==> src/rtl/mc_fill_rx_pkg.sv <==
// Shared ring definitions for the read-return receiver: line geometry, error codes,
// reserved destination and receiver state encoding.
package mc_fill_rx_pkg;

  typedef enum logic [1:0] {
    ST_IDLE,
    ST_FILL,
    ST_DONE
  } fill_state_e;

  typedef enum logic [1:0] {
    ERR_NONE    = 2'd0,
    ERR_ORDER   = 2'd1,
    ERR_UNEXP   = 2'd2,
    ERR_TIMEOUT = 2'd3
  } err_code_e;

  // Destination 0 marks an idle bus slot and never addresses a core.
  localparam int DEST_NONE = 0;
  localparam int TIMER_W   = 10;

  function automatic int words_per_line(input int nbwords);
    return 1 << nbwords;
  endfunction

endpackage

==> src/rtl/mc_fill_rx_if.sv <==
// Read-return bus, arm handshake and cache-array write port of one core's fill receiver.
interface mc_fill_rx_if #(
  parameter int SSIZE   = 4,
  parameter int NBWORDS = 3
);
  logic [SSIZE-1:0]   mc_dest;
  logic [NBWORDS-1:0] mc_count;
  logic [31:0]        mc_data;
  logic               arm;
  logic [NBWORDS-1:0] arm_word;
  logic               arm_ready;
  logic               wr_en;
  logic [NBWORDS-1:0] wr_idx;
  logic [31:0]        wr_data;
  logic               crit_valid;
  logic               fill_done;
  logic               fill_ack;
  logic               err;
  logic [1:0]         err_code;

  modport master (
    output mc_dest, mc_count, mc_data, arm, arm_word, fill_ack,
    input  arm_ready, wr_en, wr_idx, wr_data, crit_valid, fill_done, err, err_code
  );

  modport slave (
    input  mc_dest, mc_count, mc_data, arm, arm_word, fill_ack,
    output arm_ready, wr_en, wr_idx, wr_data, crit_valid, fill_done, err, err_code
  );
endinterface

==> src/rtl/mc_fill_rx_sat_timer.sv <==
// 10-bit saturating cycle counter; tc_o flags the enabled cycle whose increment reaches LIMIT.
module sat_timer
  import mc_fill_rx_pkg::*;
#(
  parameter int LIMIT = 1023
) (
  input  logic clk,
  input  logic rst_n,
  input  logic clr_i,
  input  logic en_i,
  output logic tc_o
);

  logic [TIMER_W-1:0] cnt_q;

  // NOTE: sequential state uses non-blocking assignments so every register samples pre-edge values.
  always_ff @(posedge clk or negedge rst_n) begin
    if (!rst_n) begin
      cnt_q <= '0;
    end else if (clr_i) begin
      cnt_q <= '0;
    end else if (en_i && (cnt_q != '1)) begin
      cnt_q <= cnt_q + 1'b1;
    end
  end

  assign tc_o = en_i && (cnt_q == TIMER_W'(LIMIT - 1));

endmodule

==> src/rtl/mc_fill_rx.sv <==
// Per-core fill receiver: captures the line words tagged for this core in order, writes
// them to the cache data array and reports critical word, completion and errors.
module mc_fill_rx
  import mc_fill_rx_pkg::*;
#(
  parameter int CORENUM = 1,
  parameter int SSIZE   = 4,
  parameter int NBWORDS = 3,
  parameter int TIMEOUT = 1023
) (
  input  logic        clk,
  input  logic        reset,
  mc_fill_rx_if.slave bus
);

  localparam logic [NBWORDS-1:0] LAST_IDX = NBWORDS'(words_per_line(NBWORDS) - 1);
  localparam logic [SSIZE-1:0]   MY_DEST  = SSIZE'(CORENUM);

  fill_state_e        state_q, state_d;
  logic [NBWORDS-1:0] exp_q, exp_d;
  logic [NBWORDS-1:0] crit_idx_q, crit_idx_d;
  logic               wr_en_q, wr_en_d;
  logic [NBWORDS-1:0] wr_idx_q, wr_idx_d;
  logic [31:0]        wr_data_q, wr_data_d;
  logic               crit_q, crit_d;
  logic               err_q, err_d;
  err_code_e          err_code_q, err_code_d;
  err_code_e          evt;
  logic               arm_ready;
  logic               my_word;
  logic               timer_clr;
  logic               timer_tc;

  assign arm_ready = (state_q == ST_IDLE);
  assign my_word   = (bus.mc_dest != SSIZE'(DEST_NONE)) && (bus.mc_dest == MY_DEST);

  sat_timer #(.LIMIT(TIMEOUT)) u_timer (
    .clk   (clk),
    .rst_n (reset),
    .clr_i (timer_clr),
    .en_i  (state_q == ST_FILL),
    .tc_o  (timer_tc)
  );

  // NOTE: every signal gets a default before the case so no path leaves one unassigned (no latches).
  always_comb begin
    state_d    = state_q;
    exp_d      = exp_q;
    crit_idx_d = crit_idx_q;
    wr_en_d    = 1'b0;
    wr_idx_d   = wr_idx_q;
    wr_data_d  = wr_data_q;
    crit_d     = 1'b0;
    timer_clr  = 1'b0;
    evt        = ERR_NONE;

    unique case (state_q)
      ST_IDLE: begin
        // A word coinciding with the accepted arm still counts as unsolicited.
        if (my_word) evt = ERR_UNEXP;
        if (bus.arm && arm_ready) begin
          state_d    = ST_FILL;
          crit_idx_d = bus.arm_word;
          exp_d      = '0;
          timer_clr  = 1'b1;
        end
      end
      ST_FILL: begin
        if (my_word) begin
          if (bus.mc_count == exp_q) begin
            wr_en_d   = 1'b1;
            wr_idx_d  = bus.mc_count;
            wr_data_d = bus.mc_data;
            exp_d     = exp_q + 1'b1;
            crit_d    = (bus.mc_count == crit_idx_q);
            if (bus.mc_count == LAST_IDX) state_d = ST_DONE;
          end else begin
            evt = ERR_ORDER;
          end
        end
        // Timeout outranks an out-of-order word in the same cycle.
        if (timer_tc) begin
          state_d = ST_IDLE;
          evt     = ERR_TIMEOUT;
        end
      end
      ST_DONE: begin
        if (my_word) evt = ERR_UNEXP;
        if (bus.fill_ack) state_d = ST_IDLE;
      end
      default: state_d = ST_IDLE;
    endcase

    err_d      = err_q || (evt != ERR_NONE);
    err_code_d = err_q ? err_code_q : evt;
  end

  always_ff @(posedge clk or negedge reset) begin
    if (!reset) begin
      state_q    <= ST_IDLE;
      exp_q      <= '0;
      crit_idx_q <= '0;
      wr_en_q    <= 1'b0;
      wr_idx_q   <= '0;
      wr_data_q  <= '0;
      crit_q     <= 1'b0;
      err_q      <= 1'b0;
      err_code_q <= ERR_NONE;
    end else begin
      state_q    <= state_d;
      exp_q      <= exp_d;
      crit_idx_q <= crit_idx_d;
      wr_en_q    <= wr_en_d;
      wr_idx_q   <= wr_idx_d;
      wr_data_q  <= wr_data_d;
      crit_q     <= crit_d;
      err_q      <= err_d;
      err_code_q <= err_code_d;
    end
  end

  assign bus.arm_ready  = arm_ready;
  assign bus.wr_en      = wr_en_q;
  assign bus.wr_idx     = wr_idx_q;
  assign bus.wr_data    = wr_data_q;
  assign bus.crit_valid = crit_q;
  assign bus.fill_done  = (state_q == ST_DONE);
  assign bus.err        = err_q;
  assign bus.err_code   = err_code_q;

endmodule

==> src/flat_wrapper.sv <==
// flat-port wrapper written by rule: the top's interface ports become plain ports
module mc_fill_rx_flat import mc_fill_rx_pkg::*;
#(
  parameter int CORENUM = 1,
  parameter int SSIZE   = 4,
  parameter int NBWORDS = 3,
  parameter int TIMEOUT = 1023
)
  (clk, reset, bus_mc_dest, bus_mc_count, bus_mc_data, bus_arm, bus_arm_word, bus_fill_ack, bus_arm_ready, bus_wr_en, bus_wr_idx, bus_wr_data, bus_crit_valid, bus_fill_done, bus_err, bus_err_code);
  mc_fill_rx_if #(.SSIZE(SSIZE), .NBWORDS(NBWORDS)) bus_i ();
  input  logic clk;
  input  logic reset;
  input wire logic [$bits(bus_i.mc_dest)-1:0] bus_mc_dest;
  input wire logic [$bits(bus_i.mc_count)-1:0] bus_mc_count;
  input wire logic [$bits(bus_i.mc_data)-1:0] bus_mc_data;
  input wire logic [$bits(bus_i.arm)-1:0] bus_arm;
  input wire logic [$bits(bus_i.arm_word)-1:0] bus_arm_word;
  input wire logic [$bits(bus_i.fill_ack)-1:0] bus_fill_ack;
  output wire logic [$bits(bus_i.arm_ready)-1:0] bus_arm_ready;
  output wire logic [$bits(bus_i.wr_en)-1:0] bus_wr_en;
  output wire logic [$bits(bus_i.wr_idx)-1:0] bus_wr_idx;
  output wire logic [$bits(bus_i.wr_data)-1:0] bus_wr_data;
  output wire logic [$bits(bus_i.crit_valid)-1:0] bus_crit_valid;
  output wire logic [$bits(bus_i.fill_done)-1:0] bus_fill_done;
  output wire logic [$bits(bus_i.err)-1:0] bus_err;
  output wire logic [$bits(bus_i.err_code)-1:0] bus_err_code;
  assign bus_i.mc_dest = bus_mc_dest;
  assign bus_i.mc_count = bus_mc_count;
  assign bus_i.mc_data = bus_mc_data;
  assign bus_i.arm = bus_arm;
  assign bus_i.arm_word = bus_arm_word;
  assign bus_i.fill_ack = bus_fill_ack;
  assign bus_arm_ready = bus_i.arm_ready;
  assign bus_wr_en = bus_i.wr_en;
  assign bus_wr_idx = bus_i.wr_idx;
  assign bus_wr_data = bus_i.wr_data;
  assign bus_crit_valid = bus_i.crit_valid;
  assign bus_fill_done = bus_i.fill_done;
  assign bus_err = bus_i.err;
  assign bus_err_code = bus_i.err_code;
  mc_fill_rx #(.CORENUM(CORENUM), .SSIZE(SSIZE), .NBWORDS(NBWORDS), .TIMEOUT(TIMEOUT)) u_core (.clk(clk), .reset(reset), .bus(bus_i));
endmodule
==> config.mk <==
export PLATFORM = sky130hd
export DESIGN_NAME = mc_fill_rx_flat
export DESIGN_NICKNAME = d
export VERILOG_FILES = /design/src/rtl/mc_fill_rx_pkg.sv /design/src/rtl/mc_fill_rx_if.sv /design/src/rtl/mc_fill_rx_sat_timer.sv /design/src/rtl/mc_fill_rx.sv /design/src/flat_wrapper.sv
export SDC_FILE = /design/constraint.sdc
export NUM_CORES = 1
export LEC_CHECK = 0
export ABC_AREA = 0
export BUFFER_PORTS_ARGS = -buffer_cell sky130_fd_sc_hd__buf_2
export CAP_MARGIN = 10
export CORE_MARGIN = 1.5
export CORE_UTILIZATION = 45
export DETAILED_ROUTE_END_ITERATION = 12
export PLACE_DENSITY = 0.75
export SYNTH_ARGS = -nofsm -noshare
export SYNTH_HDL_FRONTEND = slang
export SYNTH_SLANG_ARGS = --single-unit
==> constraint.sdc <==
create_clock -name clk -period 1.6 [get_ports clk]
set_input_delay 0.16 -clock clk [delete_from_list [all_inputs] [get_ports clk]]
set_output_delay 0.16 -clock clk [all_outputs]
set_load 0.1 [all_outputs]
==> metrics <==
status finished, final reports clean; largest net degree at the start of global routing 59; final std cells w/o fill 387; Synth cell types 42; CTS Sinks 58; Hold Crit Class input pin to register; chip width 79.5 um; CTS tree yes; Hold Path Depth 3; startpoint types register; Synth async-reset ratio 1.00; routed via count 1,989; initial antenna violation count 0; Least-Margin Pin Slew 504 ps; syn nets 248; Mean Syn Cell Area 13.2 sq um; relative slew slack 0.666; Root Buffer clkbuf_8; I/O Buffers 87; RSZ-0062 raised after global routing true; Worst Path Required 1800 ps; most common library cell in the layout ignoring fill and taps buf_2; Starting Density 0.472; Final ANT Viol Nets 0; Worst Reg-to-Reg Cells 5; total track usage 0.195; Post-synth EDFFs 0; area share of the largest cell type after synthesis 0.552; drc violations 0; proportion of synthesized chip area in sequential cells 0.552; DRT Pass-1 Iters 5; Leak 1.86 nW; PD cells 1960 nW/um^2; detailed-route wire length per cell 14.8 um; commonest non-fill, non-tap cells in the layout buf_2 (85), dfrtp_1 (56), mux2_4 (19); H-tree levels 3; Peak Freq 638 MHz; Yosys top cell by area dfrtp_1; Area growth syn-to-layout 38.5%; Cell Chain, Critical Path xnor2_2 -> nand3_4 -> nor2_8 -> buf_12 -> mux2_4; Antenna Cells 0; CTS Buf Count 9; Cell Rows 27; Synth area leaders dfrtp_1 (55%), mux2_4 (10%), mux2_2 (6.4%); vias per inst 5.14; Gate Count Post-Synth 199; grt ovf 0; GP Congestion 0.750; CP max stage delay 410 ps; setup TNS 0 ps; dpl hpwl 3.98 mm; MaxCap Viol Count 0; layout cells sized above 1 0.546; VDD IR max 0.00112 V; slowest cell on the critical path dfrtp_1; CTS max path bufs 2; CTS clk-pin slew, worst paths 60 ps; crit end category register; Arrival @ worst endpoint 1770 ps; crit path kind register to register; register bit total from synthesis 58; Netlist Area Pre-Place 2630 sq um; vias in the first global route 1,995; Fin Hold WS 28.8 ps; die height 79.5 um; first-pass GRT wire length 9.30 mm; core area 5570 sq um; minimum clock period 1570 ps; initial DRC count 125; DIE AREA 6310 sq um; Hold Violations, Final 0; IO Pins 88; Placed Cells 369; Final Net Count 359; fin crit share 0.980; synth warn 0; Synth Flop Type dfrtp_1; number of setup violations in the final report 0; Final Max Tran Viols 0; Worst Skew 8.82 ps; final wirelength 5.73 mm; critical path peak fanout 19; worst skew pair latency 330 ps
## cell usage after synthesis (2+ instances only)
master	instances
nor4_1	3
nand4_1	3
inv_1	8
a21oi_1	6
o21ai_0	5
dfrtp_1	58
and2_1	2
o31ai_1	5
nor2_1	6
mux2_2	15
mux2_4	18
or4_1	2
nor3_1	6
mux2_1	2
xnor2_1	7
buf_8	3
nand2_1	16
ha_1	3
nand3_1	7
o211ai_1	2
## final timing paths
kind	end	slack (ps)	start
max	u_core.bus.wr_data[14]$_DFFE_PN0P_	30	u_core.exp_q[0]$_DFFE_PN0P_
min	u_core.crit_idx_q[1]$_DFFE_PN0P_	30	bus_arm_word[1]
max reg2reg	u_core.bus.wr_data[14]$_DFFE_PN0P_	30	u_core.exp_q[0]$_DFFE_PN0P_
min reg2reg	u_core.bus.wr_data[28]$_DFFE_PN0P_	490	u_core.bus.wr_data[28]$_DFFE_PN0P_
max in group asynchronous	u_core.state_q[0]$_DFFE_PN0P_	960	reset
min in group asynchronous	u_core.bus.wr_data[12]$_DFFE_PN0P_	380	reset
## per-stage QoR
stage | cell area, sq um | worst slack (ps) | total power (W) | util
detailed placement | 3330 | -19.9 | 0.00534 | 0.597
global route | 3640 | -30.3 | 0.00744 | 0.654
global placement | 3330 | 28.9 | 0.00526 | 0.597
CTS | 3610 | 2.88 | 0.00716 | 0.647
floorplan | 2670 | 1.81 | 0.00468 | -
finish | 3640 | 32.1 | 0.00715 | 0.654
## critical path, delay by kind of cell, from the launching register on
family | cells | cell delay, ps
xor+xnor | 1 | 230
buf+inv | 1 | 190
flops | 1 | 410
mux | 1 | 320
simple gates | 2 | 290
## report_power, final
part / internal (W) / switching (W) / leakage, nW
Combinational: 0.000785 / 0.00244 / 0.981
Clock: 0.00123 / 0.000552 / 0.134
Sequential: 0.00186 / 0.000287 / 0.749
## repair_timing
item / 4_1_cts / 5_1_grt
hold buffers: 1 / 0
buffers inserted: 0 / 1
gates resized for setup: 1 / 8
endpoints found under the hold margin: 58 / 0
endpoints found under the setup margin: 1 / 45
pin swaps: 0 / 2
## sequential cells by signal (all words and copies together), names as in the netlist, 2 cells and up
| name | count |
|---|---|
| u_core.state_q | 2 |
| u_core.bus.wr_data | 32 |
| u_core.bus.err_code | 2 |
| u_core.u_timer.cnt_q | 10 |
| u_core.crit_idx_q | 3 |
| u_core.bus.wr_idx | 3 |
| u_core.exp_q | 3 |
## metal layers
layer,routed length (um),global-route usage,up-vias
met1,2550,0.246,965
met5,0,0,-
met2,2770,0.320,74
met4,91,0.0895,0
li1,-,-,940
met3,321,0.0400,10
## area by class of cell
type / instances / area (sq um)
well taps: 72 / 90.1
inverters: 8 / 30.0
flip-flops and latches: 58 / 1450
clock buffers: 11 / 141
repair buffers: 104 / 633
clock inverters: 5 / 125
multi-input cells: 129 / 1170
fillers: 418 / 1930
## cell families (layout without fill, tap and decap cells)
logic type | count (synthesis) | after routing | synth area share
simple gates | 57 | 57 | 0.132
xor+xnor | 7 | 7 | 0.0233
buf+inv | 12 | 128 | 0.0314
fa+ha+maj | 3 | 3 | 0.0143
compound gates | 27 | 27 | 0.0718
mux | 35 | 35 | 0.175
flops | 58 | 58 | 0.552
(Power assumes the default switching activity.)
